File: config.mk
export PLATFORM = sky130hd
export DESIGN_NAME = switch_conditioner_flat
export DESIGN_NICKNAME = d
export VERILOG_FILES = /design/src/rtl/switch_conditioner_if.sv /design/src/rtl/switch_conditioner.sv /design/src/flat_wrapper.sv
export SDC_FILE = /design/constraint.sdc
export NUM_CORES = 1
export LEC_CHECK = 0
export ABC_CLOCK_PERIOD_IN_PS = 2250
export CAP_MARGIN = 15
export CORE_MARGIN = 3
export CORE_UTILIZATION = 43
export CTS_CLUSTER_SIZE = 14
export DETAILED_ROUTE_END_ITERATION = 6
export GPL_ROUTABILITY_DRIVEN = 0
export PLACE_DENSITY = 0.77
export SETUP_SLACK_MARGIN = 0.5
export SYNTH_ARGS = -nofsm -noshare
export SYNTH_HDL_FRONTEND = slang
export SYNTH_SLANG_ARGS = --single-unit
File: constraint.sdc
create_clock -name Clock -period 2.25 [get_ports Clock]
set_input_delay 0.225 -clock Clock [delete_from_list [all_inputs] [get_ports Clock]]
set_output_delay 0.225 -clock Clock [all_outputs]
set_load 0.02 [all_outputs]
File: src/rtl/switch_conditioner_if.sv
// switch_conditioner_if: raw switch inputs and conditioned outputs between the board and picoMips.
interface switch_conditioner_if #(parameter int DATA_WIDTH = 8);
    logic [9:0]            SWRaw;
    logic                  SyncNReset;
    logic [DATA_WIDTH-1:0] SWData;
    logic [DATA_WIDTH-1:0] SWLive;
    logic                  Handshake;
    logic                  HandshakeRise;
    logic                  HandshakeFall;
    modport master (output SWRaw, input SyncNReset, SWData, SWLive, Handshake, HandshakeRise, HandshakeFall);
    modport slave  (input SWRaw, output SyncNReset, SWData, SWLive, Handshake, HandshakeRise, HandshakeFall);
endinterface

File: src/rtl/switch_conditioner.sv
// switch_conditioner: synchronises the board switches and debounces the handshake switch,
// capturing the data byte on each accepted handshake rise.
module switch_conditioner #(
    parameter int DEBOUNCE_CYCLES = 16,
    parameter int DATA_WIDTH      = 8
) (
    input logic                Clock,
    input logic                Reset,
    switch_conditioner_if.slave sw
);
    typedef enum logic [1:0] {LOW, WAIT_HIGH, HIGH, WAIT_LOW} state_t;
    localparam logic [7:0] LAST = 8'(DEBOUNCE_CYCLES - 1);
    state_t                state;
    logic [7:0]            cnt;
    logic [9:0]            s1, s2;
    logic [DATA_WIDTH-1:0] data;
    logic                  hs, rise, fall;
    always_ff @(posedge Clock or posedge Reset) begin
        if (Reset) begin
            s1    <= '0;
            s2    <= '0;
            state <= LOW;
            cnt   <= '0;
            data  <= '0;
            hs    <= 1'b0;
            rise  <= 1'b0;
            fall  <= 1'b0;
        end else begin
            s1   <= sw.SWRaw;
            s2   <= s1;
            rise <= 1'b0;
            fall <= 1'b0;
            case (state)
                LOW:
                    if (s2[8]) begin
                        state <= WAIT_HIGH;
                        cnt   <= 8'd1;
                    end else cnt <= '0;
                WAIT_HIGH:
                    if (!s2[8]) begin
                        state <= LOW;
                        cnt   <= '0;
                    end else if (cnt == LAST) begin
                        state <= HIGH;
                        cnt   <= '0;
                        hs    <= 1'b1;
                        rise  <= 1'b1;
                        data  <= s2[DATA_WIDTH-1:0];
                    end else cnt <= cnt + 8'd1;
                HIGH:
                    if (!s2[8]) begin
                        state <= WAIT_LOW;
                        cnt   <= 8'd1;
                    end else cnt <= '0;
                WAIT_LOW:
                    if (s2[8]) begin
                        state <= HIGH;
                        cnt   <= '0;
                    end else if (cnt == LAST) begin
                        state <= LOW;
                        cnt   <= '0;
                        hs    <= 1'b0;
                        fall  <= 1'b1;
                    end else cnt <= cnt + 8'd1;
                default: state <= LOW;
            endcase
        end
    end
    assign sw.SyncNReset    = s2[9];
    assign sw.SWLive        = s2[DATA_WIDTH-1:0];
    assign sw.SWData        = data;
    assign sw.Handshake     = hs;
    assign sw.HandshakeRise = rise;
    assign sw.HandshakeFall = fall;
endmodule

File: src/flat_wrapper.sv
// flat-port wrapper written by rule: the top's interface ports become plain ports
module switch_conditioner_flat 
#(
    parameter int DEBOUNCE_CYCLES = 16,
    parameter int DATA_WIDTH      = 8
)
  (Clock, Reset, sw_SWRaw, sw_SyncNReset, sw_SWData, sw_SWLive, sw_Handshake, sw_HandshakeRise, sw_HandshakeFall);
  switch_conditioner_if #(.DATA_WIDTH(DATA_WIDTH)) sw_i ();
  input logic Clock;
  input logic Reset;
  input wire logic [$bits(sw_i.SWRaw)-1:0] sw_SWRaw;
  output wire logic [$bits(sw_i.SyncNReset)-1:0] sw_SyncNReset;
  output wire logic [$bits(sw_i.SWData)-1:0] sw_SWData;
  output wire logic [$bits(sw_i.SWLive)-1:0] sw_SWLive;
  output wire logic [$bits(sw_i.Handshake)-1:0] sw_Handshake;
  output wire logic [$bits(sw_i.HandshakeRise)-1:0] sw_HandshakeRise;
  output wire logic [$bits(sw_i.HandshakeFall)-1:0] sw_HandshakeFall;
  assign sw_i.SWRaw = sw_SWRaw;
  assign sw_SyncNReset = sw_i.SyncNReset;
  assign sw_SWData = sw_i.SWData;
  assign sw_SWLive = sw_i.SWLive;
  assign sw_Handshake = sw_i.Handshake;
  assign sw_HandshakeRise = sw_i.HandshakeRise;
  assign sw_HandshakeFall = sw_i.HandshakeFall;
  switch_conditioner #(.DEBOUNCE_CYCLES(DEBOUNCE_CYCLES), .DATA_WIDTH(DATA_WIDTH)) u_core (.Clock(Clock), .Reset(Reset), .sw(sw_i));
endmodule
# Yosys cells after proc, flatten, opt, wreduce, memory -nomap -nowiden
# Index checks and enable logic that the tools add are counted.
# classes
n_addsub,1
eq_ne,12
muxes,23
reduce_logical,5
# ops
cell,count
case mux 8 bit (4 select lines),1
2-to-1 mux 8 bit,3
2-to-1 mux 2 bit,6
2-to-1 mux 1 bit,11
adder 8 x 1 -> 8 bit (second input constant),1
equality test 8 x 4 -> 1 bit (second input constant),1
!= test 2 x 1 -> 1 bit (second input constant),4
case mux 2 bit (4 select lines),1
AND reduction 5 bit,1
equality test 2 bit (second input constant),2
!= test 2 bit (second input constant),2
AND reduction 4 bit,1
!= test 3 x 1 -> 1 bit (second input constant),1
!= test 3 bit (second input constant),1
AND reduction 3 bit,1
equality test 2 x 1 -> 1 bit (second input constant),1
zero test 2 bit,1
case mux 1 bit (2 select lines),1
nonzero test 2 bit,1
# totals
ff_bits,41
inputBits,12
output_inout_bits,20
elab_cells,49

# Longest topological paths before layout
# Gate-level depths: netlist of the first run.
# logic_depth
word_depth,4
mapped_depth,4
ltp_nobuf,4

# Worst setup path after synthesis of the first run
# No wires, ideal clock.
# synth_path
kind,register -> register
startpoint,register u_core.cnt[4]
endpoint,"register u_core.data[0], in the netlist u_core.sw.SWData[0]"
setup_time_ns,0.125
arrival_time_ns,1.791
t_required_ns,2.125
path_slack_ns,0.334
stages_incl_launch_ff,4
path_buffers,0
period_less_slack_ns,1.916
path_cell_list,dfrtp_1 or4_4 nor4_4 mux2_2
# synth_via
elab_chain_len,2
# synth_lines
element,line_no,rtl
"start, declared",switch_conditioner.sv:14,logic [7:0] cnt;
"start signal, assigned",switch_conditioner.sv:49,end else cnt <= cnt + 8'd1;
"start signal, assigned",switch_conditioner.sv:64,end else cnt <= cnt + 8'd1;
equality test 8 x 4 -> 1 bit,switch_conditioner.sv:43,end else if (cnt == LAST) begin
AND reduction 3 bit (no line),-,
"end signal, assigned",switch_conditioner.sv:48,data <= s2[DATA_WIDTH-1:0];
"end, declared",switch_conditioner.sv:16,logic [DATA_WIDTH-1:0] data;
# Every way passes these cells.
# A chain may end at the register's enable or synchronous reset.

# Worst setup path after layout of the first run
# Same ends and word-level chain as after synthesis.

==> flow_metrics.py, run 1 <==
metrics = {
    "critical_path": {
        "timing.rr.start": "u_core.cnt[4]$_DFF_PP0_",
        "cp-startpoint": "u_core.cnt[4]$_DFF_PP0_",
        "cp.arrival_ns": 2.05,
        "startpoint_type": "flip-flop",
        "end_kind": "flip-flop",
        "reg2regPathDepth": 4,
        "required_ns": 2.50,
        "critPathKind": "reg -> reg",
        "critPathMaxFanout": 9,
    },
    "synth": {
        "yosysWarnings": 0,
        "synthSimpleGateAreaFrac": 0.09710,
        "synth_fa_ha_area_frac": 0.008518,
        "synthCells": 102,
        "netlist_area_sq_mm": 0.001469,
        "synth_flop_cell": "dfrtp_1",
        "synth_seq_area_share": 0.6985,
        "synth_compound_area_frac": 0.06388,
        "synthMuxAreaShare": 0.06899,
        "synth-edff-count": 0,
        "synthXorXnorAreaFrac": 0.01193,
        "synth_top_family_by_area": "simple AND/OR/NAND/NOR gates",
        "synth.top_cell.area_share": 0.6985,
        "syn_nets": 115,
        "async_reset_ff_frac": 1.000,
        "synth.area.top_cells": "dfrtp_1, mux2_2, buf_4",
        "synth.ff_latch_count": 41,
        "synth_area_per_cell_sq_um": 14.40,
        "synth_most_common_cell": "dfrtp_1",
        "synth_top_area_cell": "dfrtp_1",
        "yosysUniqueCellTypes": 25,
        "synthTopCellsByCount": "dfrtp_1, mux2_2, buf_4",
    },
    "timing": {
        "slew_violations": 0,
        "min_period_ns": 1.808,
        "slew_headroom": 0.6784,
        "fin_skew_ns": 0.01395,
        "fin_crit_sh": 0.8035,
        "hold_viol_final": 0,
        "rsz0062_at_grt": "true",
        "final-setup-viol-count": 0,
        "setup_ws_ns": 0.4421,
        "worst_pin_slew_ns": 0.4824,
        "tns_ns": 0,
        "timing.fmax_ghz": 0.5531,
    },
    "die": {
        "ios": 32,
        "dieHeight_um": 64.45,
        "die_w_um": 64.45,
        "core.rowCount": 20,
        "core_sq_mm": 0.003153,
        "dieArea_sq_mm": 0.004153,
        "initial_utilization": 0.4659,
    },
    "power_and_ir_drop": {
        "irDropWorstVdd_uv": 417.3,
        "seq_power_share": 0.636,
        "p_comb_frac": 0.061,
        "power_switching_share": 0.2408,
        "p_int_uw": 919.3,
        "p_sw_uw": 291.5,
        "p_per_area_mw_per_mm2": 639.2,
        "leakagePower_nw": 0.8277,
        "p_total_mw": 1.211,
        "clockPowerShare": 0.303,
    },
    "route": {
        "ant_nets": 0,
        "drtPass1Iterations": 4,
        "wl_per_cell_um": 13.63,
        "wl_um": 2507,
        "first_iter_violations": 22,
        "viasPerCell": 4.951,
        "via_count": 911,
        "drcViolationCount": 0,
    },
    "clocking": {
        "cts_tree": "built",
        "hold_buffers": 0,
        "clkLatencyLatePin_ns": 0.36,
        "clk_pin_slew_ns": 0.13,
        "clockBufferDepth": 2,
        "cts.sinks": 41,
        "cts_made_buffers": 5,
        "h-tree-depth": 2,
        "cts_root_buffer": "clkbuf_4",
    },
    "layout": {
        "fin_util": 0.6008,
        "diodes": 0,
        "drive_gt1_frac": 0.1929,
        "fillers": 254,
        "nets": 152,
        "area_growth_pct": 28.96,
        "stdcell_area_sq_mm": 0.001894,
    },
    "global_route": {
        "grt_pass1_vias": 935,
        "grt_pass1_wl_um": 4312,
        "antenna_found_initial": 0,
        "grt_max_degree": 42,
        "grt_overflow": 0,
        "globalRouteTotalUtil": 0.1402,
    },
    "placed_design": {
        "dp_hpwl_um": 1794,
        "pre_cts_slack_ns": 0.3519,
        "portBuffers": 31,
        "dpl_cell_area_sq_mm": 0.001797,
    },
    "outcome": {
        "status": "complete, no violations",
    },
    "flow_run": {
        "cap_viol_max_count": 0,
    },
    "worst_hold_path": {
        "hp-class": "in -> async",
    },
}
==> metal layers <==
| metal | GRT usage | part of all wire | vias up |
|---|---|---|---|
| met5 | 0 | 0 | - |
| met3 | 0.05546 | 0.066 | 6 |
| li1 | - | - | 424 |
| met1 | 0.1564 | 0.38 | 453 |
| met4 | 0.05541 | 0.019 | 0 |
| met2 | 0.2397 | 0.53 | 28 |
==> logic make-up (layout without fill, tap and decap cells) <==
family	after synthesis	in the layout
flip-flops	41	41
AND/OR/NAND/NOR	22	22
AO/OA/AOI/OAI	15	15
buffers and inverters	12	50
multiplexers	9	9
XOR/XNOR	2	2
adder cells (fa/ha/maj)	1	1
==> worst max-delay path: stages, from the launching register on <==
cell     delay (ns)
dfrtp_1        0.42
or4_4          0.58
nor4_4         0.17
buf_6          0.18
mux2_2         0.35
==> flip-flops by register name (all words and copies together) (netlist names), named ones only <==
signal / flops
u_core.cnt: 8
u_core.s1: 10
u_core.s2: 10
u_core.state: 1
u_core.sw.Handshake: 1
u_core.sw.HandshakeFall: 1
u_core.sw.HandshakeRise: 1
u_core.sw.SWData: 8
==> repair_timing <==
item | 4_1_cts | 5_1_grt
pin swaps | 0 | 0
cloned | 0 | 0
setup endpoints to repair | 8 | 8
buffers inserted | 3 | 1
gates resized for setup | 2 | 0
==> path summary, 6_finish.rpt <==
check / slack, ns / to
worst max-delay path: 0.44 / u_core.sw.SWData[0]$_DFFE_PP0P_
worst max register to register: 0.44 / u_core.sw.SWData[0]$_DFFE_PP0P_
min in group Clock: 0.29 / u_core.s1[4]$_DFF_PP0_
worst min-delay path: 0.26 / u_core.sw.SWData[2]$_DFFE_PP0P_
worst min register to register: 0.36 / u_core.s2[7]$_DFF_PP0_
max in group asynchronous: 1.65 / u_core.state[0]$_DFFE_PP0P_
==> metrics by stage <==
| step | hold slack, ns | instances |
|---|---|---|
| global route | 0.2464 | 184 |
| detailed placement | 0.3363 | 172 |
| CTS | 0.2733 | 183 |
| finish | 0.2650 | 184 |
| global placement | 0.3313 | 172 |
| floorplan | 0.2564 | 102 |
==> cells in the final DEF (no fill, tap or decap), types with 3 or more instances in the layout <==
cell type / Yosys / final
clkdlybuf4s50_1: 0 / 31
clkbuf_4: 0 / 5
inv_1: 4 / 4
buf_4: 8 / 6
nand3_1: 4 / 3
dfrtp_1: 41 / 41
a21oi_1: 6 / 6
mux2_2: 9 / 9
nand2_1: 3 / 3
o21ai_0: 3 / 3
or3_1: 3 / 3
==> area by class of cell <==
cell class                 count  area (sq um)  area share
sequential                    41          1026      0.5416
multi-input combinational     49         372.9      0.1968
timing repair buffer          38         366.6      0.1935
tap                           44         55.05     0.02906
clock buffer                   5         37.54     0.01982
clock inverter                 3         21.27     0.01123
inverter                       4         15.01    0.007926
==> power groups by stage <==
stage	Clock (mW)	Combinational, mW	Sequential [mW]
floorplan	0	0.0404	0.782
global placement	0	0.0715	0.783
detailed placement	0	0.0729	0.786
CTS	0.384	0.0760	0.771
global route	0.427	0.0810	0.774
finish	0.367	0.0739	0.770
No activity file was read; power rests on OpenSTA's default activity.
==> run 2: changes to the inputs <==
--- a/config.mk
+++ b/config.mk
@@ -5,14 +5,14 @@
 export SDC_FILE = /design/constraint.sdc
 export NUM_CORES = 1
 export LEC_CHECK = 0
-export ABC_CLOCK_PERIOD_IN_PS = 2250
+export ABC_CLOCK_PERIOD_IN_PS = 1600
 export CAP_MARGIN = 15
 export CORE_MARGIN = 3
 export CORE_UTILIZATION = 43
 export CTS_CLUSTER_SIZE = 14
 export DETAILED_ROUTE_END_ITERATION = 6
 export GPL_ROUTABILITY_DRIVEN = 0
-export PLACE_DENSITY = 0.77
+export PLACE_DENSITY = 0.79
 export SETUP_SLACK_MARGIN = 0.5
 export SYNTH_ARGS = -nofsm -noshare
 export SYNTH_HDL_FRONTEND = slang
==> constraint.sdc (replaced) <==
create_clock -name Clock -period 1.6 [get_ports Clock]
set_input_delay 0.16 -clock Clock [delete_from_list [all_inputs] [get_ports Clock]]
set_output_delay 0.16 -clock Clock [all_outputs]
set_load 0.02 [all_outputs]
==> run 2 against run 1 <==
Net effect: the run now ends with setup timing left; hold slack got worse by 0.13 ns; worst setup slack got worse by 0.61 ns; register-to-register slack got worse by 0.61 ns; count of clock-buffer cells in the layout rose by 2; total power rose by 50%; first-iteration DRC count rose by 73%; sequential share of layout area fell by 7.9 points; largest power group unchanged; highest routed layer unchanged.
==> flow_metrics.py, run 2 (synthesized netlist as in run 1, its figures left out) <==
metrics = {
    "layout": {
        "stdcell_area_sq_mm": 0.002218,
        "drive_gt1_frac": 0.5094,
        "fin_util": 0.7036,
        "reg_top3": "u_core.s1: 10 flops, u_core.s2: 10 flops",
        "diodes": 0,
        "nets": 171,
        "stdcell_count": 203,
        "area_growth_pct": 51.02,
        "layout_commonest_cell": "dfrtp_1",
        "most-common-layout-cells": "dfrtp_1, buf_6, buf_4, clkdlybuf4s50_1, mux2_2",
    },
    "critical_path": {
        "worst_path_max_delay_cell": "or4_4",
        "critPathBufInv": 1,
        "critPathKind": "reg -> reg",
        "critPathTopFamily": "simple AND/OR/NAND/NOR gates",
        "slowest_delay_ns": 0.55,
        "critical_path.cell_chain": "or4_4 -> nor4_4 -> buf_6 -> mux2_2",
        "critPathMaxFanout": 9,
        "cp.arrival_ns": 1.99,
        "end_kind": "flip-flop",
        "startpoint_type": "flip-flop",
        "required_ns": 1.83,
    },
    "route": {
        "viasPerCell": 5.069,
        "wl_um": 3238,
        "drtPass1Iterations": 4,
        "via_count": 1029,
        "ant_nets": 0,
        "wl_per_cell_um": 15.95,
        "drcViolationCount": 0,
        "first_iter_violations": 38,
    },
    "outcome": {
        "status": "complete, but fails checks",
        "violations": "setup timing",
    },
    "global_route": {
        "grt_max_degree": 27,
        "grt_use_met3": 0.06586,
        "busiest_layer": "met2",
        "grt_pass1_wl_um": 5313,
        "antenna_found_initial": 0,
        "grt_pass1_vias": 1098,
        "grt_overflow": 0,
        "globalRouteTotalUtil": 0.1730,
        "gr-usage-met2": 0.2964,
        "grt_use_met1": 0.1884,
    },
    "timing": {
        "rsz0062_at_grt": "true",
        "tns_ns": -1.173,
        "setup_ws_ns": -0.1635,
        "timing.fmax_ghz": 0.5670,
        "slew_violations": 0,
        "final-setup-viol-count": 9,
        "worst_pin_slew_ns": 0.3885,
        "fin_skew_ns": 0.01203,
        "slew_headroom": 0.7410,
        "fin_crit_sh": 1.102,
        "worst_hold_slack_ns": 0.1349,
        "min_period_ns": 1.764,
        "hold_viol_final": 0,
    },
    "worst_hold_path": {
        "hp-class": "in -> async",
    },
    "power_and_ir_drop": {
        "p_total_mw": 1.816,
        "leakagePower_nw": 1.007,
        "p_per_area_mw_per_mm2": 818.4,
        "irDropWorstVdd_uv": 643.7,
    },
    "clocking": {
        "cts_root_buffer": "clkbuf_4",
        "clockBufferDepth": 2,
        "clkLatencyLatePin_ns": 0.34,
        "cts.sinks": 41,
        "h-tree-depth": 2,
        "cts_tree": "built",
        "cts_made_buffers": 5,
        "clk_pin_slew_ns": 0.12,
    },
    "flow_run": {
        "cap_viol_max_count": 0,
    },
    "placed_design": {
        "pre_cts_slack_ns": -0.1701,
        "place_inst": 184,
        "dp_hpwl_um": 1983,
        "portBuffers": 31,
        "dpl_cell_area_sq_mm": 0.001918,
    },
    "die": {
        "dieArea_sq_mm": 0.004153,
        "dieHeight_um": 64.45,
        "core_sq_mm": 0.003153,
        "core.rowCount": 20,
        "initial_utilization": 0.4659,
        "ios": 32,
        "die_w_um": 64.45,
    },
}
## run 2: cell type report
cell class,instances,area [sq um]
inverter,4,18.77
clock inverter,1,8.758
fill,203,934.6
tap,44,55.05
clock buffer,7,65.06
sequential,41,1026
timing repair buffer,57,561.8
multi-input combinational,49,483.0
## run 2: final timing paths
path | startpoint | cells past startpoint | slack [ns] | endpoint
max in group asynchronous | Reset | 3 | 1.03 | u_core.sw.SWData[5]$_DFFE_PP0P_
worst max register to register | u_core.cnt[4]$_DFF_PP0_ | 4 | -0.16 | u_core.sw.SWData[3]$_DFFE_PP0P_
worst max-delay path | u_core.cnt[4]$_DFF_PP0_ | 4 | -0.16 | u_core.sw.SWData[3]$_DFFE_PP0P_
worst min-delay path | Reset | 2 | 0.13 | u_core.sw.Handshake$_DFFE_PP0P_
worst min register to register | u_core.s1[1]$_DFF_PP0_ | 0 | 0.36 | u_core.s2[1]$_DFF_PP0_
min in group Clock | sw_SWRaw[0] | 1 | 0.25 | u_core.s1[0]$_DFF_PP0_
## run 2: report_power, final
part	internal, mW	total [mW]	switching (mW)
logic	0.0721	0.137	0.0648
clock network	0.263	0.593	0.329
registers	1.07	1.09	0.0203
total	1.40	1.82	0.415
## run 2: repair_timing
| action | CTS | global route |
|---|---|---|
| setup endpoints to repair | 41 | 38 |
| setup buffers | 4 | 7 |
| gates resized for setup | 102 | 41 |
| hold buffers | 0 | 0 |
| pin swaps | 7 | 5 |
| hold endpoints to repair | 0 | 0 |
## run 2: layer usage
| metal | part of all wire | up-vias |
|---|---|---|
| met5 | 0 | - |
| met4 | 0.021 | 0 |
| met3 | 0.053 | 10 |
| met2 | 0.54 | 47 |
| met1 | 0.38 | 506 |
| li1 | - | 466 |
